--- src/rtl/riscv_run_ctrl_if.sv ---
`default_nettype none
// +----------------------------------------------------------------------+
// | riscv_run_ctrl_if                                                    |
// | Host command, core-side and memory-side signals of the run control.  |
// | Revision: 1.0                                                        |
// +----------------------------------------------------------------------+
interface riscv_run_ctrl_if;
    logic        cmd_valid;
    logic [1:0]  cmd_op;
    logic        cmd_ready;
    logic [31:0] pc;
    logic [31:0] pc_new;
    logic [31:0] instr;
    logic        cpu_register_we3;
    logic        cpu_data_memory_we;
    logic        register_we3;
    logic        data_memory_we;
    logic        bp_valid;
    logic [31:0] bp_addr;
    logic        halted;
    logic [1:0]  halt_cause;
    logic [31:0] retired;

    modport master (
        output cmd_valid, cmd_op, pc_new, instr, cpu_register_we3,
               cpu_data_memory_we, bp_valid, bp_addr,
        input  cmd_ready, pc, register_we3, data_memory_we, halted,
               halt_cause, retired
    );

    modport slave (
        input  cmd_valid, cmd_op, pc_new, instr, cpu_register_we3,
               cpu_data_memory_we, bp_valid, bp_addr,
        output cmd_ready, pc, register_we3, data_memory_we, halted,
               halt_cause, retired
    );
endinterface
`default_nettype wire

--- src/rtl/riscv_run_ctrl.sv ---
`default_nettype none
// +----------------------------------------------------------------------+
// | riscv_run_ctrl                                                       |
// | PC owner and halt/run/step sequencer for the single-cycle core.      |
// | Optional breakpoint unit: define RUN_CTRL_BREAKPOINT_EN.             |
// | Revision: 1.0                                                        |
// +----------------------------------------------------------------------+
module riscv_run_ctrl #(
    parameter logic [31:0] RESET_PC = 32'h0000_0000
) (
    input  wire logic           clk,
    input  wire logic           reset,
    riscv_run_ctrl_if.slave     bus
);

    localparam logic [31:0] C_EBREAK  = 32'h0010_0073;
    localparam logic [1:0]  C_OP_RUN  = 2'b01;
    localparam logic [1:0]  C_OP_HALT = 2'b10;
    localparam logic [1:0]  C_OP_STEP = 2'b11;

    typedef enum logic [1:0] {
        S_HALT = 2'd0,
        S_RUN  = 2'd1,
        S_STEP = 2'd2
    } state_e;

    state_e      state_q;
    logic [31:0] pc_q, pc_d;
    logic [31:0] retired_q, retired_d;
    logic        halted_q;
    logic [1:0]  halt_cause_q;

    logic        w_active;
    logic        w_ebreak;
    logic        w_bp_hit;
    logic        w_cmd_ready;
    logic        w_cmd_fire;
    logic        w_halt_cmd;
    logic        w_halt_event;
    logic        w_commit;
    logic        w_leave_halt;
    logic [1:0]  w_cause;

    assign w_active     = (state_q == S_RUN) || (state_q == S_STEP);
    assign w_ebreak     = (bus.instr == C_EBREAK);
    assign w_cmd_ready  = (state_q == S_HALT) || (state_q == S_RUN);
    assign w_cmd_fire   = bus.cmd_valid && w_cmd_ready;
    assign w_halt_cmd   = w_cmd_fire && (state_q == S_RUN) && (bus.cmd_op == C_OP_HALT);
    assign w_leave_halt = w_cmd_fire && (state_q == S_HALT)
                          && ((bus.cmd_op == C_OP_RUN) || (bus.cmd_op == C_OP_STEP));
    assign w_halt_event = w_active && (w_ebreak || w_bp_hit || w_halt_cmd);
    assign w_commit     = w_active && !w_halt_event && !reset;
    assign w_cause      = w_ebreak ? 2'd2 : (w_bp_hit ? 2'd3 : 2'd1);

`ifdef RUN_CTRL_BREAKPOINT_EN
    logic skip_bp_q;

    // Leaving HALT arms a one-shot bypass so a resume on the breakpoint PC makes progress.
    always_ff @(posedge clk) begin
        if (reset) begin
            skip_bp_q <= 1'b0;
        end else if (w_leave_halt) begin
            skip_bp_q <= 1'b1;
        end else if (w_commit) begin
            skip_bp_q <= 1'b0;
        end
    end

    assign w_bp_hit = bus.bp_valid && (pc_q == bus.bp_addr) && !skip_bp_q;
`else
    logic w_unused_bp;
    assign w_unused_bp = bus.bp_valid ^ (^bus.bp_addr);
    assign w_bp_hit    = 1'b0;
`endif

    assign pc_d      = w_commit ? bus.pc_new : pc_q;
    assign retired_d = retired_q + {31'd0, w_commit};

    always_ff @(posedge clk) begin
        if (reset) begin
            state_q      <= S_HALT;
            pc_q         <= RESET_PC;
            retired_q    <= 32'd0;
            halted_q     <= 1'b1;
            halt_cause_q <= 2'd0;
        end else begin
            pc_q      <= pc_d;
            retired_q <= retired_d;
            case (state_q)
                S_HALT: begin
                    if (w_cmd_fire && (bus.cmd_op == C_OP_RUN)) begin
                        state_q  <= S_RUN;
                        halted_q <= 1'b0;
                    end else if (w_cmd_fire && (bus.cmd_op == C_OP_STEP)) begin
                        state_q  <= S_STEP;
                        halted_q <= 1'b0;
                    end
                end
                S_RUN, S_STEP: begin
                    if (w_halt_event) begin
                        state_q      <= S_HALT;
                        halted_q     <= 1'b1;
                        halt_cause_q <= w_cause;
                    end else if (state_q == S_STEP) begin
                        state_q      <= S_HALT;
                        halted_q     <= 1'b1;
                        halt_cause_q <= 2'd1;
                    end
                end
                default: begin
                    state_q  <= S_HALT;
                    halted_q <= 1'b1;
                end
            endcase
        end
    end

    assign bus.cmd_ready      = w_cmd_ready;
    assign bus.pc             = pc_q;
    assign bus.retired        = retired_q;
    assign bus.halted         = halted_q;
    assign bus.halt_cause     = halt_cause_q;
    assign bus.register_we3   = w_commit && bus.cpu_register_we3;
    assign bus.data_memory_we = w_commit && bus.cpu_data_memory_we;

endmodule
`default_nettype wire

--- src/flat_wrapper.sv ---
// flat-port wrapper written by rule: the top's interface ports become plain ports
module riscv_run_ctrl_flat 
#(
    parameter logic [31:0] RESET_PC = 32'h0000_0000
)
  (clk, reset, bus_cmd_valid, bus_cmd_op, bus_pc_new, bus_instr, bus_cpu_register_we3, bus_cpu_data_memory_we, bus_bp_valid, bus_bp_addr, bus_cmd_ready, bus_pc, bus_register_we3, bus_data_memory_we, bus_halted, bus_halt_cause, bus_retired);
  riscv_run_ctrl_if bus_i ();
  input  wire logic clk;
  input  wire logic reset;
  input wire logic [$bits(bus_i.cmd_valid)-1:0] bus_cmd_valid;
  input wire logic [$bits(bus_i.cmd_op)-1:0] bus_cmd_op;
  input wire logic [$bits(bus_i.pc_new)-1:0] bus_pc_new;
  input wire logic [$bits(bus_i.instr)-1:0] bus_instr;
  input wire logic [$bits(bus_i.cpu_register_we3)-1:0] bus_cpu_register_we3;
  input wire logic [$bits(bus_i.cpu_data_memory_we)-1:0] bus_cpu_data_memory_we;
  input wire logic [$bits(bus_i.bp_valid)-1:0] bus_bp_valid;
  input wire logic [$bits(bus_i.bp_addr)-1:0] bus_bp_addr;
  output wire logic [$bits(bus_i.cmd_ready)-1:0] bus_cmd_ready;
  output wire logic [$bits(bus_i.pc)-1:0] bus_pc;
  output wire logic [$bits(bus_i.register_we3)-1:0] bus_register_we3;
  output wire logic [$bits(bus_i.data_memory_we)-1:0] bus_data_memory_we;
  output wire logic [$bits(bus_i.halted)-1:0] bus_halted;
  output wire logic [$bits(bus_i.halt_cause)-1:0] bus_halt_cause;
  output wire logic [$bits(bus_i.retired)-1:0] bus_retired;
  assign bus_i.cmd_valid = bus_cmd_valid;
  assign bus_i.cmd_op = bus_cmd_op;
  assign bus_i.pc_new = bus_pc_new;
  assign bus_i.instr = bus_instr;
  assign bus_i.cpu_register_we3 = bus_cpu_register_we3;
  assign bus_i.cpu_data_memory_we = bus_cpu_data_memory_we;
  assign bus_i.bp_valid = bus_bp_valid;
  assign bus_i.bp_addr = bus_bp_addr;
  assign bus_cmd_ready = bus_i.cmd_ready;
  assign bus_pc = bus_i.pc;
  assign bus_register_we3 = bus_i.register_we3;
  assign bus_data_memory_we = bus_i.data_memory_we;
  assign bus_halted = bus_i.halted;
  assign bus_halt_cause = bus_i.halt_cause;
  assign bus_retired = bus_i.retired;
  riscv_run_ctrl #(.RESET_PC(RESET_PC)) u_core (.clk(clk), .reset(reset), .bus(bus_i));
endmodule
--- config.mk ---
export PLATFORM = sky130hd
export DESIGN_NAME = riscv_run_ctrl_flat
export DESIGN_NICKNAME = d
export VERILOG_FILES = /design/src/rtl/riscv_run_ctrl_if.sv /design/src/rtl/riscv_run_ctrl.sv /design/src/flat_wrapper.sv
export SDC_FILE = /design/constraint.sdc
export NUM_CORES = 1
export LEC_CHECK = 0
export CAP_MARGIN = 20
export CORE_ASPECT_RATIO = 0.5
export CORE_MARGIN = 5
export CORE_UTILIZATION = 40
export DETAILED_ROUTE_END_ITERATION = 12
export PLACE_DENSITY = 0.87
export SLEW_MARGIN = 40
export SYNTH_ARGS = -nofsm -noshare
export SYNTH_HDL_FRONTEND = slang
export SYNTH_SLANG_ARGS = --single-unit
--- constraint.sdc ---
create_clock -name clk -period 6.45 [get_ports clk]
set_clock_uncertainty 0.05 [all_clocks]
set_input_delay 1.29 -clock clk [delete_from_list [all_inputs] [get_ports clk]]
set_output_delay 1.29 -clock clk [all_outputs]
set_load 0.01 [all_outputs]
==> impl_metrics.ini, run 1 <==
[run_status]
outcome = completed

[grt]
grt_use_total = 0.179
antenna_found_initial = 0
grt_max_degree = 69
grt_pass1_vias = 2803
gr-total-overflow = 0
grt_first_pass_wirelength_um = 13100

[die]
dieArea_sq_mm = 0.00920
die_h_um = 70.4
coreArea_sq_mm = 0.00721
io_pins = 174
std_cell_rows = 22
initial_core_util = 0.404
dieWidth_um = 131

[setup_path]
worstPathMaxFanout = 4
start_kind = primary input
crit_required_ns = 5.11
setup.worst_path.class = primary input to output port
crit_arrival_ns = 3.36
critPathCaptureType = output port

[logic_synthesis]
synth.net_count = 430
synthesis.area_sq_mm = 0.00291
synth_compound_area_frac = 0.0610
postSynthCellCount = 320
synth_top_family_by_area = simple AND/OR/NAND/NOR gates
avgSynthCellArea_sq_um = 9.11
synth_top_cell_by_area = dfxtp_1
synth_area_leaders = dfxtp_1 47%, mux2i_1 11%, nor2_1 7.9%, xnor2_1 5.7%, ha_1 2.6%
yosys.area_share.simple = 0.230
synthAdderAreaFrac = 0.0258
yosysUniqueCellTypes = 36
yosysMostFrequentCell = dfxtp_1
synth.top_cells.by_count = 69 x dfxtp_1, 61 x nor2_1, 32 x mux2i_1
synth_xor_area_frac = 0.0661
async_flop_share = 0
synth.area.mux_share = 0.110
synth_edf_count = 0
synthFlopType = dfxtp_1
ys_seq_area_frac = 0.474
yosys.area.top_type_share = 0.474
ys_ff_latch = 69
ys_warn_count = 0

[clock_tree]
postCtsHoldBufs = 0
cts_tree = built
cts.sinks = 69
clk-insertion-delay-late_ns = 0.33
root_buffer = clkbuf_16
clock_path_buffers = 2
cts_made_buffers = 9
post_cts_resized = 0
cts_max_level = 3
clk_pin_slew_ns = 0.05
cts_setup_buffers = 0

[drt]
ant_nets = 0
dr.pass1.iters = 4
drt_iter0_markers = 127
wl_per_cell_um = 14.3
totalWireLength_um = 8000
dr_total_vias = 2763
vias_per_cell = 4.93
drc = 0

[placement]
place_hpwl_um = 5870
dpl-instance-area_sq_mm = 0.00439
gp_congestion = 0.786
dpl_worst_slack_ns = 1.73
port_buffers = 140

[flow_run]
drv_cap = 0

[pwr]
p_leak_nw = 1.85
powerDensity_mw_per_mm2 = 280
finalPower_w = 0.00133
peakVddDrop_mv = 0.156

[finish]
layout-drive-gt1-share = 0.0538
multiInputGateArea_sq_mm = 0.00144
utilization = 0.661
design_area_sq_mm = 0.00477
antenna_cells = 0
fin_nets = 570
regArea_sq_mm = 0.00138
syn2layout_area_growth_pct = 63.5
fill_cells = 602

[timing]
setup_viol_count_final = 0
fin_crit_sh = 0.728
setup-tns-final_ns = 0
fin_ws_ns = 1.75
final-hold-violation-count = 0
drv_slew = 0
max_slew_margin = 0.529
max_freq_mhz = 213
worst_pin_slew_ns = 0.707
fin_crit_ns = 4.70
rsz0062_at_grt = false

[min_path]
hold_class = flip-flop to flip-flop
==> final cells by class <==
class / count / share of cell area
multi-input cells: 226 / 0.301
clock inverters: 6 / 0.0281
repair buffers: 142 / 0.296
inverters: 12 / 0.00945
flip-flops and latches: 69 / 0.290
well taps: 96 / 0.0252
clock buffers: 10 / 0.0501
==> flip-flops by register name, summed over array words and instances (netlist names) <==
| register | flops |
|---|---|
| u_core.bus.pc | 32 |
| u_core.bus.retired | 32 |
| u_core.bus.halted | 1 |
| u_core.bus.halt_cause | 2 |
| u_core.state_q | 2 |
==> where the power goes <==
group / leakage [nW] / switching (W) / internal (W)
clock: 0.183 / 0.000180 / 0.000427
sequential: 0.560 / 0.0000174 / 0.000460
combinational: 1.11 / 0.000105 / 0.000145
total: 1.85 / 0.000302 / 0.00103
==> placed cells by master, fill, tap and decap left out, types with 2 or more instances in the layout <==
cell type,netlist,routed
clkdlybuf4s50_1,0,139
dfxtp_1,69,69
nor2_1,61,61
mux2i_1,32,32
xnor2_1,19,19
nand2_1,14,14
inv_1,12,12
o21ai_0,12,12
nand3_1,12,12
nor4_1,9,9
a21oi_1,9,9
clkbuf_16,0,9
nor3_1,8,8
nand4_1,7,7
or3_1,7,7
ha_1,6,6
o211ai_1,4,4
bufinv_16,0,4
and2_1,3,3
xor2_1,3,3
or2_2,2,2
or4_4,2,2
nor2b_1,2,2
buf_4,0,2
==> layer usage <==
layer  global-route usage  up-vias  part of all wire
met4               0.0673        0             0.023
met3               0.0665       17             0.050
met1                0.193     1298              0.41
met5                    0        -                 0
met2                0.317       63              0.51
li1                     -     1385                 -
==> critical path, cell delays in order <==
cell             delay, ns
clkdlybuf4s50_1       0.41
nor4b_1               0.31
nand4_1               0.25
o211ai_1              0.29
nor2_1                0.11
and2_1                0.21
clkdlybuf4s50_1       0.48
==> stage by stage <==
stage | hold slack (ns) | instances
3_3_place_gp | 0.416 | 545
5_1_grt | 0.447 | 561
2_1_floorplan | 0.441 | 320
6_report | 0.426 | 561
3_5_place_dp | 0.417 | 545
4_1_cts | 0.427 | 561
==> kinds of logic after synthesis <==
family | count (synthesis)
and+or+nand+nor | 136
DFF | 69
muxes | 32
AOI/OAI and AO/OA | 30
buffers and inverters | 25
xor gates and xnor gates | 22
adders and majority gates | 6
==> path summary, 6_finish.rpt <==
path                                                       startpoint                               endpoint  slack [ns]  depth (start not counted)
worst max-delay path                                    bus_instr[21]                     bus_data_memory_we        1.75                          7
worst max register to register         u_core.state_q[0]$_SDFFE_PP0P_      u_core.bus.retired[30]$_SDFF_PP0_        3.22                         11
worst min-delay path            u_core.bus.halt_cause[0]$_SDFFE_PP0P_  u_core.bus.halt_cause[0]$_SDFFE_PP0P_        0.43                          2
worst min register to register  u_core.bus.halt_cause[0]$_SDFFE_PP0P_  u_core.bus.halt_cause[0]$_SDFFE_PP0P_        0.43                          2
(Power assumes the default switching activity.)
==> run 2: changes to the inputs <==
- CORE_UTILIZATION: 40 -> 37
- PLACE_DENSITY: 0.87 -> 0.81
- clock period: 6.45 -> 4.6 ns (I/O delays scaled with it)
==> run 2 against run 1 <==
Net effect:
- via count fell by 2.0%
- core utilization fell by 2.5 points
- combinational power rose by 40%
- non-clock buffer count rose by 1
- worst hold slack got worse by 0.0065 ns
==> impl_metrics.ini, run 2 (same netlist as run 1, synthesis figures left out) <==
[run_status]
outcome = completed

[timing]
final-hold-violation-count = 0
fin_crit_sh = 0.843
rsz0062_at_grt = false
max_freq_mhz = 258
worst_pin_slew_ns = 0.694
max_slew_margin = 0.538
setup_viol_count_final = 0
setup-tns-final_ns = 0
drv_slew = 0
fin_crit_ns = 3.88

[setup_path]
crit_required_ns = 3.63
cp_cell_sequence = clkdlybuf4s50_1, nor4_1, nand4_1, o211ai_1, nor2_1, and2_1, clkdlybuf4s50_1
worstPathMaxFanout = 4
r2r_start = u_core.state_q[0]$_SDFFE_PP0P_
cp_common_cell = clkdlybuf4s50_1
crit_buf_inv = 2
rr_endpoint = u_core.bus.retired[24]$_SDFF_PP0_
start_kind = primary input
max_stage_delay_ns = 0.47
cp_top_family = buffers and inverters
setup.worst_path.class = primary input to output port
r2r_cells = 11
rrSetupSlack_ns = 1.26
critPathCaptureType = output port
crit_arrival_ns = 2.91
crit_path_top_delay_cell = clkdlybuf4s50_1

[pwr]
switching_share = 0.239
peakVddDrop_mv = 0.199
netSwitchingPower_w = 0.000433
seqPwrFrac = 0.368
powerDensity_mw_per_mm2 = 381
p_leak_nw = 1.84
internal-power_w = 0.00138
p_clk_frac = 0.438
p_comb_frac = 0.194

[clock_tree]
clock_path_buffers = 2
postCtsHoldBufs = 0
cts_tree = built
clk-insertion-delay-late_ns = 0.33
cts_made_buffers = 9
cts.sinks = 69
clk_pin_slew_ns = 0.05
post_cts_resized = 0
root_buffer = clkbuf_16
cts_setup_buffers = 0
cts_max_level = 3

[die]
dieArea_sq_mm = 0.00986
die_h_um = 72.8
initial_core_util = 0.389
dieWidth_um = 136
io_pins = 174
std_cell_rows = 22
coreArea_sq_mm = 0.00749

[drt]
dr_total_vias = 2707
vias_per_cell = 4.72
wl_per_cell_um = 13.7
routed.top_layer = met4
wirelength_met1_um = 3340
wl_met3_um = 363
drc = 0
totalWireLength_um = 7870
ant_nets = 0
drt_iter0_markers = 115
met2_length_um = 4120
dr.pass1.iters = 4

[finish]
stdcell_count = 574
antenna_cells = 0
layout-drive-gt1-share = 0.0558
final_common_cell = clkdlybuf4s50_1
layout_common_cells = 139 x clkdlybuf4s50_1, 69 x dfxtp_1, 61 x nor2_1
syn2layout_area_growth_pct = 63.5
fin_nets = 571

[grt]
grt_first_pass_wirelength_um = 12600
grt_pass1_vias = 2586
gr-total-overflow = 0
grt_max_degree = 68
grt_use_total = 0.162
antenna_found_initial = 0

[min_path]
hold_depth = 2
hold_class = flip-flop to flip-flop
holdPathEnd = u_core.bus.halt_cause[0]$_SDFFE_PP0P_
worstHoldStart = u_core.bus.halt_cause[0]$_SDFFE_PP0P_

[placement]
place_inst = 558
place_hpwl_um = 5800
gp_congestion = 0.780
port_buffers = 140

[flow_run]
drv_cap = 0
run 2: cell type report:
class,instances,area (sq um)
Timing Repair Buffer,143,1420
Clock buffer,9,225
Clock inverter,7,123
Fill cell,665,2720
Sequential cell,69,1380
Inverter,12,45.0
Multi-Input combinational cell,226,1440
Tap cell,108,135
run 2: worst max-delay path by stage:
| stage | startpoint | end | slack [ns] | cells after the start |
|---|---|---|---|---|
| CTS | bus_instr[24] | bus_register_we3 | 0.70 | 7 |
| finish | bus_instr[24] | bus_register_we3 | 0.72 | 7 |
| global route | bus_instr[3] | u_core.bus.retired[24]$_SDFF_PP0_ | 0.51 | 12 |
| global placement | bus_instr[3] | u_core.bus.retired[30]$_SDFF_PP0_ | 0.47 | 12 |
| floorplan | bus_instr[1] | u_core.bus.retired[18]$_SDFF_PP0_ | 1.13 | 11 |
| detailed placement | bus_instr[3] | u_core.bus.retired[24]$_SDFF_PP0_ | 0.41 | 12 |
run 2: layer usage:
| layer | global-route usage | vias to the layer above |
|---|---|---|
| met5 | 0 | - |
| met4 | 0.0413 | 0 |
| met3 | 0.0585 | 4 |
| met2 | 0.291 | 44 |
| met1 | 0.186 | 1269 |
| li1 | - | 1390 |
run 2: power by group through the flow:
stage | clock network, W | logic [W] | registers, W
after floorplan | 0 | 0.000150 | 0.000700
after CTS | 0.000814 | 0.000357 | 0.000668
after global routing | 0.000841 | 0.000379 | 0.000674
after detailed placement | 0 | 0.000354 | 0.000680
final | 0.000794 | 0.000351 | 0.000667
after global placement | 0 | 0.000348 | 0.000678
run 2: metrics by stage:
stage	area (sq um)	utilization	hold WS [ns]	worst slack, ns	total power (W)
2_1_floorplan	2910	-	0.441	1.13	0.000850
3_3_place_gp	4420	0.590	0.415	0.467	0.00103
3_5_place_dp	4420	0.590	0.418	0.412	0.00103
4_1_cts	4760	0.636	0.424	0.700	0.00184
5_1_grt	4760	0.636	0.444	0.505	0.00189
6_report	4760	0.636	0.420	0.722	0.00181
run 2: worst reg2reg max path: cells and delay by family (launching register included):
family | cells | cell delay, ns
fa+ha+maj | 3 | 0.92
buf+inv | 1 | 0.09
flops | 1 | 0.39
xor+xnor | 1 | 0.17
simple gates | 5 | 1.45
compound gates | 1 | 0.14
==> run 3: changes to the inputs <==
- CORE_UTILIZATION: 37 -> 34
- PLACE_DENSITY: 0.81 -> 0.79
- clock period: 4.6 -> 3.2 ns (I/O delays scaled with it)
==> run 3 against run 2 <==
Net effect:
- die area grew 7.9%
- worst hold slack gained 0.017 ns
- first-iteration DRC count grew 15%
- global-route usage grew 0.75 points
- count of clock-buffer cells in the layout grew 4
- non-clock buffer count grew 32
- via count grew 9.5%
- total power grew 30%
- register-to-register slack lost 1.1 ns
- largest cell class is now non-clock buffers
==> impl_metrics.ini, run 3 (same netlist as run 1, synthesis figures left out) <==
[finish]
syn2layout_area_growth_pct = 74.8
stdcell_count = 609
layout-drive-gt1-share = 0.141
final_common_cell = clkdlybuf4s50_1
antenna_cells = 0
layout_common_cells = 112 x clkdlybuf4s50_1, 69 x dfxtp_1, 61 x nor2_1
fill_cells = 672
fin_nets = 603

[setup_path]
cp_common_cell = buf_4
r2r_start = u_core.state_q[0]$_SDFFE_PP0P_
crit_buf_inv = 12
max_stage_delay_ns = 0.27
setup.worst_path.class = primary input to flip-flop
worstPathMaxFanout = 5
crit_arrival_ns = 3.32
crit_start = bus_instr[23]
critPathCaptureType = flip-flop
crit_required_ns = 3.34
crit_path_top_delay_cell = nor4b_4
cp_cell_sequence = dlygate4sd2_1, nor4b_4, nand4_1, buf_4, buf_4, buf_4, buf_4, buf_4, buf_4, buf_4, buf_4, buf_4, buf_4, buf_4, o211a_4, o211ai_1, o41ai_2
start_kind = primary input
cp_top_family = buffers and inverters

[timing]
setup_viol_count_final = 0
fin_crit_sh = 0.994
fin_ws_ns = 0.0188
whs_ns = 0.436
max_freq_mhz = 314
fin_crit_ns = 3.18
drv_slew = 0
worst_pin_slew_ns = 0.723
setup-tns-final_ns = 0
final-hold-violation-count = 0
max_slew_margin = 0.518

[clock_tree]
clk-insertion-delay-late_ns = 0.32
cts_tree = built
clock_path_buffers = 2
clk_pin_slew_ns = 0.05
cts_made_buffers = 9
cts_max_level = 3
root_buffer = clkbuf_16
postCtsHoldBufs = 0
cts.sinks = 69

[placement]
gp_congestion = 0.848
place_hpwl_um = 5980
dpl_worst_slack_ns = -0.368
port_buffers = 140
place_inst = 572

[pwr]
finalPower_w = 0.00236
powerDensity_mw_per_mm2 = 464
p_leak_nw = 2.19
peakVddDrop_mv = 0.306

[drt]
drt_iter0_markers = 132
wl_per_cell_um = 15.1
totalWireLength_um = 9180
dr.pass1.iters = 4
vias_per_cell = 4.87
ant_nets = 0
drc = 0
dr_total_vias = 2964

[grt]
grt_first_pass_wirelength_um = 14300
antenna_found_initial = 0
grt_max_degree = 68
grt_use_total = 0.170
grt_pass1_vias = 2964
gr-total-overflow = 0

[die]
initial_core_util = 0.357
io_pins = 174
die_h_um = 75.5
dieArea_sq_mm = 0.0106
coreArea_sq_mm = 0.00817
std_cell_rows = 23
dieWidth_um = 141

[run_status]
outcome = completed

[min_path]
hold_class = flip-flop to flip-flop
worstHoldStart = u_core.bus.pc[10]$_SDFFE_PP0P_

[flow_run]
drv_cap = 0
run 3: cell count changes in the layout (fill, tap and decap cells not counted), moves of 2 or more:
cell	previous run	this run
buf_4	3	32
buf_6	0	2
bufinv_16	3	0
clkbuf_1	0	3
clkdlybuf4s50_1	139	112
clkinv_2	0	2
clkinvlp_4	2	0
dlygate4sd2_1	0	3
dlymetal6s2s_1	0	23
ha_1	6	4
nor4_1	9	3
nor4_2	0	5
run 3: final timing paths:
kind | end | slack [ns] | cells after the start
worst max-delay path | u_core.state_q[1]$_SDFFE_PP0P_ | 0.02 | 17
worst max register to register | u_core.bus.retired[16]$_SDFF_PP0_ | 0.20 | 12
worst min register to register | u_core.bus.pc[10]$_SDFFE_PP0P_ | 0.44 | 2
worst min-delay path | u_core.bus.pc[10]$_SDFFE_PP0P_ | 0.44 | 2
run 3: power breakdown:
| group | leakage, nW | switching, W | internal, W |
|---|---|---|---|
| clock network | 0.129 | 0.000337 | 0.000539 |
| logic | 1.50 | 0.000224 | 0.000301 |
| registers | 0.560 | 0.0000350 | 0.000927 |
| total | 2.19 | 0.000597 | 0.00177 |
run 3: area by class of cell:
class | instances | area, sq um | area share
Timing Repair Buffer | 175 | 1720 | 0.337
Multi-Input combinational cell | 226 | 1550 | 0.304
Sequential cell | 69 | 1380 | 0.271
Clock buffer | 13 | 250 | 0.0491
Tap cell | 112 | 140 | 0.0275
Inverter | 12 | 45.0 | 0.00885
Clock inverter | 2 | 10.0 | 0.00197
run 3: worst min-delay path, delay by kind of cell (launching register included):
family	cells	cell delay, ns
muxes	1	0.06
DFF	1	0.32
and+or+nand+nor	1	0.07
run 3: through the flow:
stage	util	instance area, sq um
final	0.623	5090
after detailed placement	0.550	4500
after CTS	0.607	4960
after floorplan	-	2910
after global routing	0.623	5090
after global placement	0.550	4500
run 3: routing by layer:
metal,vias up,wire length [um],global-route usage
met5,-,0,0
met4,0,173,0.0591
li1,1453,-,-
met3,15,516,0.0564
met2,85,4730,0.311
met1,1411,3760,0.192
run 3: timing repair:
action | in CTS | in global routing
cloned | 1 | 0
setup endpoints to repair | 4 | 15
hold endpoints to repair | 0 | 0
pin swaps | 7 | 14
setup buffers | 20 | 3
resized for setup | 14 | 35
==> edit (flow settings as in run 3) <==
Build with the macro `RUN_CTRL_BREAKPOINT_EN` defined.
--- a/src/rtl/riscv_run_ctrl.sv
+++ b/src/rtl/riscv_run_ctrl.sv
@@ -5,6 +5,8 @@
 // | Optional breakpoint unit: define RUN_CTRL_BREAKPOINT_EN.             |
 // | Revision: 1.0                                                        |
 // +----------------------------------------------------------------------+
+`define RUN_CTRL_BREAKPOINT_EN
+
 module riscv_run_ctrl #(
     parameter logic [31:0] RESET_PC = 32'h0000_0000
 ) (
Check against the original RTL: not equivalent (Yosys sat finds a counterexample within 4 cycles, from zero or initial values and one cycle with reset high).
==> edit against run 3 <==
Critical path depth decreased by 7; count of clock-buffer cells in the layout decreased by 2; sequential cell count increased by 1; worst setup slack improved by 0.012 ns; combinational power decreased by 5.1%; wire length increased by 39%; area after synthesis increased by 21%; total power increased by 1.1%; sequential power decreased by 2%; cell area increased by 23%; clock power increased by 8.2%.
==> edit: results (changes against run 3) <==
hold_sp=u_core.bus.halt_cause[0]; H-tree levels=3 (unchanged); GPL Wtd Cong=0.836 (-1.4%); Max FO, Critical Path=2 (-3); flop2flop setup slack=0.34 ns (+0.14 ns); CP max stage cell=nor4_4; Critical Path Max Stage Delay=0.39 ns (+0.12 ns); clock latency on the worst-skew pair=0.33 ns; post-synth cell types=45 (+25%); Leak Pwr=2.44 nW (+12%); cts bufs inserted=9 (unchanged); hpwl dp=9210 um (+54%); placed cell area=0.00557 sq mm (+24%); Worst Path Arrival=2.48 ns (-0.84 ns); synth top area cells=dfxtp_1 (40%), xnor2_1 (9.0%), nand3_1 (6.5%); Vias/cell=5.06 (+3.9%); 1st-pass router iterations=4 (unchanged); initial antenna violation count=1 (+1); syn_nets=519 (+21%); Port Buffer Count=173 (+24%); Worst-Margin Slew=0.692 ns (-0.0302 ns); Clock Tree Root=clkbuf_16; layout filler cell count=844 (+26%); Peak VDD IR=287 uV (-6.1%); fin nets=725 (+20%); Seq/Total Area, Yosys=0.398 (-0.0762); DRT iter0 DRCs=232 (+76%); FF-to-FF Start=u_core.bus.pc[17]; first-pass GRT wire length=19500 um (+37%); vias in the first global route=3911 (+32%); CP delay by family, top=simple AND/OR/NAND/NOR gates; pin count of the biggest net entering global routing=42 (-38%); pre-CTS setup slack=-0.654 ns (-0.285 ns); Clock Path Buffers=2 (unchanged); Finish-stage setup viols=0 (unchanged); post-layout util=0.618 (-0.00511); leading cell types by count after synthesis=dfxtp_1 (70), nand3_1 (46), o21ai_0 (37), a21oi_1 (36), xnor2_1 (36); Worst Hold Path EP=u_core.bus.halt_cause[0]; reg-to-reg endpoint=u_core.bus.retired[26]; Worst-path clk slew=~0.060 ns; Total GRT Usage=0.194 (+0.0239); Worst R2R Path Depth=14 (+2); post-DR wirelength/cell=16.8 um (+11%); status=complete, no violations; layout cell share with drive strength beyond 1=0.185 (+0.0446)
-- edit: changes by cell type in the layout (fill, tap and decap cells not counted), sizes merged, moves of 20 or more --
cell and change:
a21oi +27, clkdlybuf4s50 +22, mux2i -32, nand3 +34
nor2 -29, o21ai +25, xor2 +20
-- edit: metal layers --
metal	track usage	up-vias	routed length [um]	part of all wire
met2	0.356	101	6900	0.54
met3	0.0437	16	531	0.042
met4	0.0696	0	195	0.015
met5	0	-	0	0
met1	0.226	1855	5160	0.40
li1	-	1877	-	-
-- edit: metrics by stage --
| stage | std cells | hold WS [ns] |
|---|---|---|
| detailed placement | 733 | 0.438 |
| floorplan | 409 | 0.415 |
| global placement | 733 | 0.418 |
| global route | 761 | 0.465 |
| finish | 761 | 0.442 |
| CTS | 756 | 0.447 |
-- edit: timing repair --
item                                    in CTS  in global routing
endpoints found under the hold margin        0                  0
endpoints found under the setup margin      26                 22
resized for setup                           62                 35
pin swaps                                   22                 22
setup buffers                                8                  5
cloned                                       0                  0
-- edit: worst max-delay path by stage --
stage / from / end / slack (ns) / cells after the start
after CTS: bus_bp_addr[8] / u_core.bus.retired[21] / 0.002 / 16
after global routing: bus_bp_addr[17] / bus_data_memory_we / -0.05 / 10
final: bus_bp_addr[19] / bus_register_we3 / 0.03 / 10
after global placement: bus_bp_addr[1] / u_core.bus.retired[20] / -0.58 / 15
after floorplan: bus_instr[4] / u_core.bus.retired[20] / 0.002 / 15
after detailed placement: bus_bp_addr[1] / u_core.bus.retired[20] / -0.65 / 15
-- edit: report_power, final --
| group | switching, mW | internal [mW] | total [mW] |
|---|---|---|---|
| registers | 0.0371 | 0.906 | 0.943 |
| clock network | 0.383 | 0.565 | 0.948 |
| logic | 0.210 | 0.288 | 0.498 |
| total | 0.630 | 1.76 | 2.39 |
-- edit: cell families (layout without fill, tap and decap cells) --
family / count (synthesis) / in the layout / share of synthesized area
buf+inv: 30 / 241 / 0.0391
other cells: 0 / 1 / 0
simple gates: 161 / 161 / 0.265
compound gates: 83 / 83 / 0.130
fa+ha+maj: 6 / 6 / 0.0213
xor+xnor: 59 / 59 / 0.147
flops: 70 / 70 / 0.398
-- edit: final cells by class --
cell class / instances / share of cell area
Antenna cell: 1 / 0.000399
Inverter: 8 / 0.00479
Multi-Input combinational cell: 309 / 0.368
Clock inverter: 5 / 0.00539
Timing Repair Buffer: 217 / 0.329
Tap cell: 140 / 0.0279
Sequential cell: 70 / 0.223
Clock buffer: 11 / 0.0403
-- edit: worst min-delay path, delay by kind of cell, from the launching register on --
family,cells,cell delay [ns]
compound gates,1,0.07
buf+inv,1,0.05
flops,1,0.32
